## config.mk

```make
export PLATFORM = sky130hd
export DESIGN_NAME = sum_cla_pipe
export DESIGN_NICKNAME = d
export VERILOG_FILES = /design/src/rtl/sum_cla_pkg.sv /design/src/rtl/cla_group.sv /design/src/rtl/sum_cla_pipe.sv
export SDC_FILE = /design/constraint.sdc
export NUM_CORES = 1
export LEC_CHECK = 0
export ABC_AREA = 1
export CAP_MARGIN = 5
export CORE_UTILIZATION = 44
export CTS_CLUSTER_DIAMETER = 120
export DETAILED_ROUTE_END_ITERATION = 8
export GPL_TIMING_DRIVEN = 0
export PLACE_DENSITY_LB_ADDON = 0.05
export SYNTH_ARGS = -nofsm -noshare
export SYNTH_HDL_FRONTEND = slang
export SYNTH_HIERARCHICAL = 1
export SYNTH_SLANG_ARGS = --single-unit
```

## constraint.sdc

```tcl
create_clock -name clk -period 2.5 [get_ports clk]
set_input_delay 0.5 -clock clk [delete_from_list [all_inputs] [get_ports clk]]
set_output_delay 0.5 -clock clk [all_outputs]
set_load 0.05 [all_outputs]
```

## src/rtl/sum_cla_pkg.sv

```systemverilog
// Shared constants and helpers for the pipelined carry-look-ahead adder.
package sum_cla_pkg;

    localparam int unsigned GRP_W = 4;

    function automatic bit width_ok(input int unsigned w);
        return (w >= 4) && (w <= 64) && ((w % GRP_W) == 0);
    endfunction

    // Returns {group generate, group propagate} of a 4-bit slice.
    function automatic logic [1:0] grp_gp(input logic [GRP_W-1:0] x, input logic [GRP_W-1:0] y);
        logic [GRP_W-1:0] g;
        logic [GRP_W-1:0] p;
        logic             gg;
        g  = x & y;
        p  = x ^ y;
        gg = g[3] | (p[3] & g[2]) | (p[3] & p[2] & g[1]) | (p[3] & p[2] & p[1] & g[0]);
        return {gg, &p};
    endfunction

endpackage

```

## src/rtl/cla_group.sv

```systemverilog
// 4-bit carry-look-ahead slice: sum for a given carry-in plus group generate/propagate.
module cla_group
    import sum_cla_pkg::*;
(
    input  logic [GRP_W-1:0] i_a,
    input  logic [GRP_W-1:0] i_b,
    input  logic             i_c,
    output logic [GRP_W-1:0] o_s,
    output logic             o_g,
    output logic             o_p
);

    logic [GRP_W-1:0] w_g;
    logic [GRP_W-1:0] w_p;
    logic [GRP_W-1:0] w_c;

    assign w_g = i_a & i_b;
    assign w_p = i_a ^ i_b;

    assign w_c[0] = i_c;
    assign w_c[1] = w_g[0] | (w_p[0] & i_c);
    assign w_c[2] = w_g[1] | (w_p[1] & w_g[0]) | (w_p[1] & w_p[0] & i_c);
    assign w_c[3] = w_g[2] | (w_p[2] & w_g[1]) | (w_p[2] & w_p[1] & w_g[0])
                  | (w_p[2] & w_p[1] & w_p[0] & i_c);

    assign o_s        = w_p ^ w_c;
    assign {o_g, o_p} = grp_gp(i_a, i_b);

endmodule

```

## src/rtl/sum_cla_pipe.sv

```systemverilog
// Two-stage pipelined adder/subtractor: stage 1 registers group g/p, stage 2 resolves
// group carries with a second-level look-ahead and registers the result.
module sum_cla_pipe
    import sum_cla_pkg::*;
#(
    parameter int unsigned WIDTH = 16
) (
    input  logic             clk,
    input  logic             rst_n,
    input  logic             in_valid,
    output logic             in_ready,
    input  logic [WIDTH-1:0] a,
    input  logic [WIDTH-1:0] b,
    input  logic             cin,
    input  logic             sub,
    output logic             out_valid,
    input  logic             out_ready,
    output logic [WIDTH-1:0] sum,
    output logic             cout,
    output logic             ovf,
    output logic             G,
    output logic             P
);

    localparam int unsigned NGRP = WIDTH / GRP_W;

    if (!width_ok(WIDTH)) begin : g_bad_width
        $error("sum_cla_pipe: WIDTH must be a multiple of 4 in 4..64");
    end

    logic             w_s1_adv;
    logic             w_s2_adv;
    logic [WIDTH-1:0] w_b_eff;
    logic             w_cin_eff;
    logic [NGRP-1:0]  w_gg1;
    logic [NGRP-1:0]  w_gp1;

    logic             r_s1_valid;
    logic [NGRP-1:0]  r_gg;
    logic [NGRP-1:0]  r_gp;
    logic [WIDTH-1:0] r_p;
    logic [WIDTH-1:0] r_b;
    logic             r_cin;

    logic [WIDTH-1:0] w_a2;
    logic [NGRP:0]    w_gc;
    logic [WIDTH-1:0] w_sum2;
    logic [NGRP-1:0]  w_gg2;
    logic [NGRP-1:0]  w_gp2;
    logic             w_blk_g;
    logic             w_ovf2;

    logic             r_out_valid;
    logic [WIDTH-1:0] r_sum;
    logic             r_cout;
    logic             r_ovf;
    logic             r_g;
    logic             r_p_blk;

    assign w_s2_adv  = !r_out_valid || out_ready;
    assign w_s1_adv  = !r_s1_valid || w_s2_adv;
    assign in_ready  = w_s1_adv;

    assign w_b_eff   = sub ? ~b : b;
    assign w_cin_eff = sub ? 1'b1 : cin;

    for (genvar k = 0; k < NGRP; k++) begin : g_s1_grp
        assign {w_gg1[k], w_gp1[k]} = grp_gp(a[k*GRP_W +: GRP_W], w_b_eff[k*GRP_W +: GRP_W]);
    end

    always_ff @(posedge clk) begin
        if (!rst_n) begin
            r_s1_valid <= 1'b0;
            r_gg       <= '0;
            r_gp       <= '0;
            r_p        <= '0;
            r_b        <= '0;
            r_cin      <= 1'b0;
        end else if (w_s1_adv) begin
            r_s1_valid <= in_valid;
            if (in_valid) begin
                r_gg  <= w_gg1;
                r_gp  <= w_gp1;
                r_p   <= a ^ w_b_eff;
                r_b   <= w_b_eff;
                r_cin <= w_cin_eff;
            end
        end
    end

    // Operand A is recovered from the registered bit propagate and effective B.
    assign w_a2 = r_p ^ r_b;

    // Each group carry is an independent sum of products over the registered group g/p.
    always_comb begin
        logic v_c;
        logic v_t;
        w_gc    = '0;
        w_blk_g = 1'b0;
        for (int unsigned k = 0; k <= NGRP; k++) begin
            v_t = r_cin;
            for (int unsigned m = 0; m < k; m++) v_t = v_t & r_gp[m];
            v_c = v_t;
            for (int unsigned j = 0; j < k; j++) begin
                v_t = r_gg[j];
                for (int unsigned m = j + 1; m < k; m++) v_t = v_t & r_gp[m];
                v_c = v_c | v_t;
            end
            w_gc[k] = v_c;
        end
        for (int unsigned j = 0; j < NGRP; j++) begin
            v_t = w_gg2[j];
            for (int unsigned m = j + 1; m < NGRP; m++) v_t = v_t & w_gp2[m];
            w_blk_g = w_blk_g | v_t;
        end
    end

    for (genvar k = 0; k < NGRP; k++) begin : g_s2_grp
        cla_group u_grp (
            .i_a (w_a2[k*GRP_W +: GRP_W]),
            .i_b (r_b[k*GRP_W +: GRP_W]),
            .i_c (w_gc[k]),
            .o_s (w_sum2[k*GRP_W +: GRP_W]),
            .o_g (w_gg2[k]),
            .o_p (w_gp2[k])
        );
    end

    // Carry into the MSB equals p ^ s at that bit.
    assign w_ovf2 = r_p[WIDTH-1] ^ w_sum2[WIDTH-1] ^ w_gc[NGRP];

    always_ff @(posedge clk) begin
        if (!rst_n) begin
            r_out_valid <= 1'b0;
            r_sum       <= '0;
            r_cout      <= 1'b0;
            r_ovf       <= 1'b0;
            r_g         <= 1'b0;
            r_p_blk     <= 1'b0;
        end else if (w_s2_adv) begin
            r_out_valid <= r_s1_valid;
            if (r_s1_valid) begin
                r_sum   <= w_sum2;
                r_cout  <= w_gc[NGRP];
                r_ovf   <= w_ovf2;
                r_g     <= w_blk_g;
                r_p_blk <= &w_gp2;
            end
        end
    end

    assign out_valid = r_out_valid;
    assign sum       = r_sum;
    assign cout      = r_cout;
    assign ovf       = r_ovf;
    assign G         = r_g;
    assign P         = r_p_blk;

endmodule

```

### After elaboration in Yosys (flattened, before gate mapping)

Index checks and enable logic that the tools add are counted.

| storage, ports and cells | value |
|---|---|
| register bits after elaboration | 63 |
| input bits | 38 |
| output and inout port bits | 22 |
| word-level logic and storage cells | 206 |

| operators by class | value |
|---|---|
| multiplexer cells | 2 |
| bitwise operators | 178 |
| reductions and logical operators | 14 |

Operator list:

| cell | count |
|---|---|
| $and 1x1->1 | 92 |
| $or 1x1->1 | 61 |
| $xor 4x4->4 | 12 |
| $and 4x4->4 | 8 |
| $xor 16x16->16 | 2 |
| $reduce_and 4->1 | 7 |
| $mux 16 | 1 |
| $not 16->16 | 1 |
| $reduce_and 16->1 | 1 |
| $reduce_and 2->1 | 2 |
| $logic_not 1->1 | 2 |
| $logic_or 1x1->1 | 2 |
| $xor 1x1->1 | 2 |
| $mux 1 | 1 |

### Depth between registers and ports, before layout

Gate-level depths: netlist (run 1).

| logic depth | value |
|---|---|
| depth in word-level cells | 12 |
| gate-level depth with buffers | 14 |
| depth with buffers taken out | 14 |

### Hierarchy

Netlist (run 1), hierarchy kept.

By module, submodules not included:

| module | instances | cells an instance | area an instance (µm²) |
|---|---|---|---|
| sum_cla_pipe | 1 | 361 | 2,912.8 |
| cla_group | 4 | 32 | 201.4 |

### Worst setup path before layout (run 1)

Ideal clock, no wire load.

| timing path | value |
|---|---|
| kind | register -> register |
| start | register r_out_valid, in the netlist out_valid |
| end | register r_gg[0] |
| setup time | 0.125 ns |
| arrival time | 1.674 ns |
| setup slack | 0.701 ns |
| stages on the path, launching flop included | 7 |
| path through | dfxtp_1 > nand3_2 > nand2_2 > inv_2 > buf_4 > o21ai_0 > a31oi_1 |

| on the way | value |
|---|---|
| cells in the longest elaborated chain, start to end | 4 |

Ends and longest elaborated chain:

| item | line | text |
|---|---|---|
| start, declared | sum_cla_pipe.sv:53 | `logic r_out_valid;` |
| start signal, assigned | sum_cla_pipe.sv:141 | `r_out_valid <= r_s1_valid;` |
| $logic_not 1->1 | sum_cla_pipe.sv:60 | `assign w_s2_adv = !r_out_valid \|\| out_ready;` |
| $logic_or 1x1->1 | sum_cla_pipe.sv:60 |  |
| $logic_or 1x1->1 | sum_cla_pipe.sv:61 | `assign w_s1_adv = !r_s1_valid \|\| w_s2_adv;` |
| via in_ready | sum_cla_pipe.sv:11 | `output logic in_ready,` |
| $reduce_and 2->1 (no source line) | n/a |  |
| end signal, assigned | sum_cla_pipe.sv:82 | `r_gg <= w_gg1;` |
| end, declared | sum_cla_pipe.sv:39 | `logic [NGRP-1:0] r_gg;` |

The timed path passes the listed nets, and every way through them passes these cells.
A chain may end at the register's enable or synchronous reset.

### Final worst setup path (run 1)

| timing path | value |
|---|---|
| start | input out_ready |
| end | output in_ready |

| on the way | value |
|---|---|
| cells in the longest elaborated chain, start to end | 2 |

Ends and longest elaborated chain:

| item | line | text |
|---|---|---|
| start, declared | sum_cla_pipe.sv:17 | `input logic out_ready,` |
| $logic_or 1x1->1 | sum_cla_pipe.sv:60 |  |
| $logic_or 1x1->1 | sum_cla_pipe.sv:61 |  |
| end, declared | sum_cla_pipe.sv:11 |  |

No other way between the ends.

==> results of run 1 <==
## cell usage in the layout, fill, tap and decap left out, types with 2 or more instances in the layout
cell               n
bufinv_16          2
a21oi_1           17
xnor2_1            4
buf_4              4
nand4_1           10
nand2_1           59
buf_6              3
xor2_1            37
clkinv_2           2
nand3_1           18
inv_1             44
clkdlybuf4s50_1   58
clkbuf_1          10
clkbuf_8           9
a21o_1             2
nor2_1           102
o21ai_0           50
a31oi_1            7
ha_1              36
fa_1               4
buf_2              4
o21bai_1           4
nor3_1             5
dfxtp_1           63
## cell families (layout without fill, tap and decap cells)
family | Yosys count | after routing | synth area share [%]
buf+inv | 66 | 140 | 8.34
flops | 63 | 63 | 33.9
compound gates | 82 | 82 | 12.1
xor+xnor | 41 | 41 | 9.66
fa+ha+maj | 40 | 40 | 14.3
simple gates | 197 | 197 | 21.7
## per-layer routing
metal	global-route usage (%)	vias to the layer above	wire, µm	part of all wire, %
li1	-	1725	-	-
met1	29.1	1420	4300	49
met2	36.4	64	3990	46
met3	2.91	7	323	3.7
met4	6.92	0	82	0.94
met5	0	-	0	0
## per-stage QoR
| step | util [%] | setup slack, ns | cell area (µm²) | power, W | hold WS, ns |
|---|---|---|---|---|---|
| 6_report | 56.4 | 0.116 | 4640 | 0.00299 | 0.472 |
| 5_1_grt | 56.4 | 0.0466 | 4640 | 0.00317 | 0.498 |
| 4_1_cts | 56.4 | 0.108 | 4640 | 0.00301 | 0.481 |
| 3_5_place_dp | 53.9 | 0.115 | 4430 | 0.00206 | 0.470 |
| 3_3_place_gp | 53.9 | 0.110 | 4430 | 0.00204 | 0.452 |
| 2_1_floorplan | - | 0.701 | 3720 | 0.00179 | 0.444 |
## worst max-delay path: cells and delay by family
| kind | cells | cell delay, ns |
|---|---|---|
| buf+inv | 3 | 1.30 |
| simple gates | 1 | 0.08 |
## power groups by stage
stage	sequential, W	combinational, W	clock, W
2_1_floorplan	0.00126	0.000528	0
3_3_place_gp	0.00117	0.000872	0
3_5_place_dp	0.00117	0.000886	0
4_1_cts	0.00115	0.000892	0.000968
5_1_grt	0.00116	0.00100	0.00100
6_report	0.00115	0.000889	0.000951
## cell type report
type / instances / area share (%)
Clock inverter: 4 / 1.51
Multi-Input combinational cell: 360 / 46.3
Buffer: 20 / 2.91
Inverter: 46 / 3.78
Sequential cell: 63 / 27.2
Timing Repair Buffer: 58 / 12.5
Clock buffer: 12 / 2.91
Tap cell: 105 / 2.83
## registers in the layout, summed over array words and instances (netlist names)
signal      flops
r_b            16
r_gp            4
P               1
out_valid       1
ovf             1
G               1
r_gg            4
r_s1_valid      1
cout            1
r_p            16
r_cin           1
sum            16
## cells in the mapped netlist
master | count | area [µm²]
a21o_1 | 2 | 15.0
a21oi_1 | 17 | 85.1
a31oi_1 | 7 | 43.8
a41oi_2 | 1 | 16.3
buf_12 | 1 | 20.0
buf_2 | 4 | 20.0
buf_4 | 4 | 30.0
buf_6 | 3 | 33.8
clkbuf_1 | 7 | 26.3
clkbuf_2 | 1 | 5.00
dfxtp_1 | 63 | 1260
fa_1 | 4 | 80.1
ha_1 | 36 | 450
inv_1 | 44 | 165
inv_2 | 1 | 3.75
inv_4 | 1 | 6.26
nand2_1 | 59 | 221
nand2_2 | 1 | 6.26
nand3_1 | 18 | 90.1
nand3_2 | 1 | 10.0
nand4_1 | 10 | 62.6
nor2_1 | 102 | 383
nor3_1 | 5 | 25.0
nor3_2 | 1 | 10.0
o21ai_0 | 50 | 250
o21ai_2 | 1 | 8.76
o21bai_1 | 4 | 30.0
xnor2_1 | 4 | 35.0
xor2_1 | 37 | 324
## worst max path at each step
stage,to,slack [ns],depth (start not counted)
after floorplan,r_gg[0],0.70,6
after global placement,in_ready,0.11,4
after detailed placement,in_ready,0.12,4
after CTS,in_ready,0.11,4
after global routing,in_ready,0.05,4
final,in_ready,0.12,4
==> results_dict.tcl, run 1 <==
set metrics [dict create \
    status "finished clean" \
    core_area_um2 8220 \
    area_growth_syn_to_layout_pct 24.7 \
    path_common_cell "clkdlybuf4s50_1" \
    grt-ovfl-total 0 \
    regArea_um2 1260 \
    synth_nets 567 \
    die_area_um2 8820 \
    cts_buffer_depth 2 \
    synth.cell_area_um2 3720 \
    grt_pass1_wl_mm 14.7 \
    final_cells 668 \
    comb_power_share_pct 29.7 \
    yosys_register_bits 63 \
    drt_wl_total_mm 8.69 \
    row_count 33 \
    internal-power_w 0.00201 \
    fin_tns_setup_ns 0 \
    fp.dieW_um 93.9 \
    crit_required_ns 2.00 \
    drcViolationCount 0 \
    critical_path.reg2reg.startpoint "r_b[14]" \
    period_needed_ns 2.38 \
    syn_area_per_cell_um2 7.60 \
    crit_chain "clkdlybuf4s50_1, inv_1, nand3_2, clkdlybuf4s50_1" \
    start_util_pct 45.3 \
    ant_nets 0 \
    initialDrtViolationCount 97 \
    ys_seq_area_share_pct 33.9 \
    rr_endpoint "ovf" \
    slowest_stage "clkdlybuf4s50_1" \
    grt_pass1_vias 3091 \
    drive_gt1_share_pct 5.86 \
    cts.sinks 63 \
    vias_per_cell 4.81 \
    p_sw_w 0.000982 \
    slowest_delay_ns 0.80 \
    slew_headroom_pct 62.9 \
    p_leak_nw 2.16 \
    critPathLaunch "out_ready" \
    port_buffers 58 \
    cap_viol_max_count 0 \
    hold_end "r_gp[3]" \
    cts-root-buf "clkbuf_8" \
    worstMarginPinSlew_ns 0.557 \
    cts_setup_buffers 0 \
    final-setup-viol-count 0 \
    holdPathStages 2 \
    switching_share_pct 32.8 \
    cts_made_buffers 9 \
    h-tree-depth 3 \
    nets 636 \
    ir_worst_vdd_mv 0.314 \
    dp_hpwl_mm 6.80 \
    post_cts_resized 0 \
    min_from "r_gp[3]" \
    dr.pass1.iters 4 \
    timing.final.crit_share_pct 95.4 \
    cts_tree "built" \
    die_y_um 93.9 \
    path_class "in2out" \
    ff2ff_setup_slack_ns 0.53 \
    cp-end-kind "output port" \
    diodes 0 \
    wl_per_cell_um 13.0 \
    max_freq_mhz 419 \
    place_inst 652 \
    hold_path.class "reg2reg" \
    seqPwrFrac_pct 38.5 \
    multi_input_comb_area_um2 2150 \
    p_clk_share_pct 31.8 \
    yosys_warnings 6 \
    ys_types 29 \
    place_congestion 0.835 \
    cts_hold_buffers 0 \
    rr_worst_depth 14 \
    io_pins 60 \
    hold_violations 0 \
    rsz0062_at_grt "false" \
    clk_latency_ns 0.34 \
    antenna_found_initial 0 \
    cp-start-kind "input pin" \
    netlist_instances 489 \
    grt_max_degree 11 \
    powerDensity_nw_per_um2 645 \
    maxSlewViolCount 0 \
    path_clk_slew_ns 0.07 \
    track_usage_pct 21.9 \
    nFillCells 789 \
    arrival_ns 1.88 \
    path_max_fanout 3 \
    vias 3216 \
    skew_ns 0.0112 \
]
Power figures use the tool's default switching activity.
==> run 2: changes to the inputs <==
--- a/config.mk
+++ b/config.mk
@@ -7,7 +7,7 @@
 export LEC_CHECK = 0
 export ABC_AREA = 1
 export CAP_MARGIN = 5
-export CORE_UTILIZATION = 44
+export CORE_UTILIZATION = 54
 export CTS_CLUSTER_DIAMETER = 120
 export DETAILED_ROUTE_END_ITERATION = 8
 export GPL_TIMING_DRIVEN = 0
==> results_dict.tcl, run 2 (synthesized netlist as in run 1, its figures left out) <==
set metrics [dict create \
    hold_path.class "reg2reg" \
    crit_family "buffers and inverters" \
    rr_worst_depth 12 \
    path_common_cell "clkdlybuf4s50_1" \
    cp-end-kind "output port" \
    nets 636 \
    skew_ns 0.00782 \
    holdWs_ns 0.477 \
    cts_setup_buffers 0 \
    dp_hpwl_mm 6.43 \
    place_area_um2 4400 \
    vias_per_cell 5.18 \
    crit_cells 4 \
    grt_max_degree 11 \
    powerDensity_nw_per_um2 662 \
    slowest_stage "clkdlybuf4s50_1" \
    arrival_ns 1.89 \
    antenna_found_initial 0 \
    max_freq_mhz 418 \
    place_congestion 0.878 \
    path_max_fanout 3 \
    fin_tns_setup_ns 0 \
    nFillCells 547 \
    final-setup-viol-count 0 \
    rsz0062_at_grt "false" \
    crit_chain "clkdlybuf4s50_1, inv_1, nand3_2, clkdlybuf4s50_1" \
    maxSlewViolCount 0 \
    power_w 0.00306 \
    cts-root-buf "clkbuf_8" \
    cts.sinks 63 \
    dr.pass1.iters 4 \
    slew_headroom_pct 63.0 \
    drive_gt1_share_pct 6.23 \
    drcViolationCount 0 \
    regArea_um2 1260 \
    drt_wl_total_mm 8.38 \
    hold_violations 0 \
    p_leak_nw 2.17 \
    cts_hold_buffers 0 \
    cts_made_buffers 9 \
    mostFrequentLayoutCell "nor2_1" \
    cap_viol_max_count 0 \
    diodes 0 \
    path_clk_slew_ns 0.07 \
    grt_pass1_wl_mm 13.9 \
    multi_input_comb_area_um2 2150 \
    start_util_pct 57.3 \
    area_growth_syn_to_layout_pct 24.4 \
    io_pins 60 \
    post_cts_resized 0 \
    worstMarginPinSlew_ns 0.555 \
    status "finished clean" \
    cp_num_buf_inv 3 \
    die_y_um 85.0 \
    die_area_um2 7220 \
    core_area_um2 6490 \
    stdcell_area_um2 4630 \
    grt_pass1_vias 3041 \
    slowest_delay_ns 0.80 \
    vias 3308 \
    track_usage_pct 24.9 \
    initialDrtViolationCount 155 \
    cts_buffer_depth 2 \
    fp.dieW_um 85.0 \
    h-tree-depth 3 \
    wl_per_cell_um 13.1 \
    ir_worst_vdd_mv 0.322 \
    clk_latency_ns 0.35 \
    cp-start-kind "input pin" \
    cts_tree "built" \
    path_class "in2out" \
    port_buffers 58 \
    ant_nets 0 \
    mostFrequentLayoutCells "nor2_1, dfxtp_1, nand2_1" \
    grt-ovfl-total 0 \
    row_count 29 \
    timing.final.crit_share_pct 95.7 \
    period_needed_ns 2.39 \
    crit_required_ns 2.00 \
    holdPathStages 2 \
]
[run 2: changes by cell type in the layout (fill, tap and decap cells not counted)]
| cell | previous run | this run |
|---|---|---|
| clkinv_2 | 2 | 1 |
| clkbuf_1 | 10 | 7 |
| clkbuf_8 | 9 | 12 |
[run 2: final timing paths]
| kind | start | endpoint | slack (ns) |
|---|---|---|---|
| setup reg to reg | r_b[12] | ovf | 0.53 |
| setup / recovery | out_ready | in_ready | 0.11 |
| hold / removal | r_gp[3] | r_gp[3] | 0.48 |
| hold reg to reg | r_gp[3] | r_gp[3] | 0.48 |
[run 2: tightest hold or removal path, cell delays in order (launching register included)]
cell and delay [ns]:
dfxtp_1 0.31, nand2_1 0.06, a21oi_1 0.06
[run 2: routing by layer]
layer	vias up	GRT usage [%]	part of all wire (%)
li1	1722	-	-
met1	1473	31.5	47
met2	102	41.7	46
met3	11	4.28	4.6
met4	0	11.2	1.6
met5	-	0	0
[run 2: report_power, final]
part | switching, W | leakage, nW | internal (W)
clock | 0.000390 | 0.118 | 0.000636
combinational | 0.000526 | 1.53 | 0.000359
sequential | 0.0000630 | 0.521 | 0.00109
[run 2: cell type report]
type / count / share of cell area [%]
multi-input combinational: 360 / 46.4
sequential: 63 / 27.3
timing repair buffer: 58 / 12.6
inverter: 46 / 3.79
clock buffer: 12 / 3.57
buffer: 20 / 2.92
tap: 77 / 2.08
clock inverter: 3 / 1.41
[run 2: per-stage QoR]
| step | std cells | utilization, % | setup WS, ns |
|---|---|---|---|
| CTS | 639 | 71.2 | 0.0912 |
| detailed placement | 624 | 67.7 | 0.0981 |
| floorplan | 489 | - | 0.701 |
| global placement | 624 | 67.7 | 0.114 |
| global route | 639 | 71.2 | 0.0229 |
| finish | 639 | 71.2 | 0.107 |
==> run 3: changes to the inputs <==
--- a/config.mk
+++ b/config.mk
@@ -14,5 +14,4 @@
 export PLACE_DENSITY_LB_ADDON = 0.05
 export SYNTH_ARGS = -nofsm -noshare
 export SYNTH_HDL_FRONTEND = slang
-export SYNTH_HIERARCHICAL = 1
 export SYNTH_SLANG_ARGS = --single-unit
==> results_dict.tcl, run 3 <==
set metrics [dict create \
    vias 3784 \
    cts.sinks 63 \
    grt_max_degree 12 \
    skew_ns 0.00757 \
    diodes 0 \
    critical_path.reg2reg.startpoint "r_p[5]" \
    hold_end "P" \
    initialDrtViolationCount 274 \
    timing.final.crit_share_pct 96.1 \
    multi_input_comb_area_um2 2170 \
    wl_met2_mm 4.63 \
    ys_types 34 \
    path_class "in2out" \
    netlist_instances 541 \
    synth.cell_area_um2 3800 \
    row_count 30 \
    fin_ws_ns 0.0983 \
    nFillCells 598 \
    switching_share_pct 36.4 \
    io_pins 60 \
    cts-root-buf "clkbuf_8" \
    holdPathStages 2 \
    cts_setup_buffers 0 \
    area_growth_syn_to_layout_pct 22.8 \
    rsz0062_at_grt "false" \
    nets 676 \
    clk_latency_ns 0.35 \
    yosysMostFrequentCell "nand2_1" \
    seqPwrFrac_pct 41.1 \
    path_max_fanout 3 \
    dr.pass1.iters 5 \
    place_congestion 0.934 \
    internal-power_w 0.00177 \
    fin_tns_setup_ns 0 \
    place_ws_ns 0.109 \
    post_cts_resized 0 \
    p_sw_w 0.00101 \
    vias_per_cell 5.32 \
    yosys_warnings 0 \
    worstMarginPinSlew_ns 0.673 \
    cts_buffer_depth 2 \
    arrival_ns 1.90 \
    final-setup-viol-count 0 \
    cp-end-kind "output port" \
    synth_nets 607 \
    grt_pass1_vias 3538 \
    cts_hold_buffers 0 \
    path_clk_slew_ns 0.07 \
    crit_required_ns 2.00 \
    cts_tree "built" \
    drcViolationCount 0 \
    dp_hpwl_mm 7.33 \
    maxSlewViolCount 0 \
    status "finished clean" \
    grt_pass1_wl_mm 16.2 \
    port_buffers 58 \
    yosys_register_bits 63 \
    core_area_um2 6790 \
    ys_seq_area_share_pct 33.2 \
    min_from "P" \
    start_util_pct 55.9 \
    h-tree-depth 3 \
    stdcell_area_um2 4660 \
    p_clk_share_pct 27.6 \
    synth_flop_cell "dfxtp_1" \
    wl_met3_um 644 \
    fp.dieW_um 85.9 \
    yosys.area.top_type "dfxtp_1" \
    max_freq_mhz 416 \
    comb_power_share_pct 31.2 \
    hold_path.class "reg2reg" \
    powerDensity_nw_per_um2 597 \
    wl_per_cell_um 13.9 \
    ys_top_cells_by_count "nand2_1, nor2_1, dfxtp_1" \
    yosysTopAreaCellShare_pct 33.2 \
    ff2ff_setup_slack_ns 0.70 \
    rr_endpoint "G" \
    cp-start-kind "input pin" \
    slew_headroom_pct 55.2 \
    cts_made_buffers 9 \
    ir_worst_vdd_mv 0.296 \
    synth_edf_count 0 \
    die_y_um 85.9 \
    synthTopCellsByArea "dfxtp_1, nand2_1, ha_1" \
    drt_wl_total_mm 9.85 \
    syn_area_per_cell_um2 7.02 \
    grt-ovfl-total 0 \
    drt-met1-wl_mm 4.31 \
    ant_nets 0 \
    cap_viol_max_count 0 \
    top_layer "met4" \
    mostFrequentLayoutCell "nand2_1" \
    drive_gt1_share_pct 7.80 \
    rr_worst_depth 11 \
    regArea_um2 1260 \
    antenna_found_initial 0 \
    die_area_um2 7370 \
    place_area_um2 4500 \
    p_leak_nw 2.13 \
    mostFrequentLayoutCells "nand2_1, nor2_1, dfxtp_1" \
    period_needed_ns 2.40 \
    async_flop_share_pct 0 \
    hold_violations 0 \
    track_usage_pct 28.8 \
]
[run 3: cell count changes in the layout (fill, tap and decap cells not counted), moves of 5 or more]
cell / delta
nand2_1: +40
o21ai_1: +14
a211oi_1: +5
nand3_1: +11
ha_1: -8
o21ai_0: -12
a21oi_1: +22
inv_2: +5
nor2_1: -28
inv_1: +16
xor2_1: -14
[run 3: kinds of logic (layout without fill, tap and decap cells)]
family / count (synthesis) / count (layout) / synth area share [%]
and+or+nand+nor: 224 / 224 / 24.8
AOI/OAI and AO/OA: 107 / 107 / 15.1
buffers and inverters: 86 / 160 / 9.62
DFF: 63 / 63 / 33.2
xor gates and xnor gates: 31 / 31 / 7.54
adders and majority gates: 28 / 28 / 9.22
muxes: 2 / 2 / 0.527
[run 3: power groups by stage]
stage	clock network, W	registers, W	logic, W
6_report	0.000769	0.00115	0.000869
5_1_grt	0.000813	0.00116	0.000962
4_1_cts	0.000773	0.00114	0.000865
3_5_place_dp	0	0.00117	0.000858
3_3_place_gp	0	0.00116	0.000839
2_1_floorplan	0	0.00125	0.000514
[run 3: layout make-up]
type                       instances  share of cell area (%)
buffer                            20                    2.52
inverter                          66                    5.31
clock inverter                     7                   0.859
sequential                        63                    27.0
timing repair buffer              58                    12.4
tap                               96                    2.58
multi-input combinational        392                    46.6
clock buffer                       9                    2.66
[run 3: stage by stage]
step / power [W] / util [%] / cells / hold slack, ns
CTS: 0.00278 / 68.6 / 711 / 0.475
detailed placement: 0.00203 / 66.2 / 695 / 0.464
floorplan: 0.00176 / - / 541 / 0.429
finish: 0.00278 / 68.6 / 711 / 0.476
global placement: 0.00200 / 66.2 / 695 / 0.458
global route: 0.00293 / 68.6 / 711 / 0.508
[run 3: worst max-delay path by stage]
stage | start | to | slack (ns) | depth (start not counted)
2_1_floorplan | sub | r_gg[3] | 0.69 | 8
3_3_place_gp | out_ready | in_ready | 0.11 | 4
3_5_place_dp | out_ready | in_ready | 0.11 | 4
4_1_cts | out_ready | in_ready | 0.1 | 4
5_1_grt | out_ready | in_ready | 0.03 | 4
6_report | out_ready | in_ready | 0.1 | 4
[run 3: worst max-delay path: stages]
cell and delay (ns):
clkdlybuf4s50_1 0.45, inv_1 0.06, nand3_2 0.08, clkdlybuf4s50_1 0.81
[run 3: layer usage]
layer  up-vias  track usage (%)
li1       1899                -
met4         0             13.5
met1      1707             37.3
met5         -                0
met2       154             47.6
met3        24             3.56
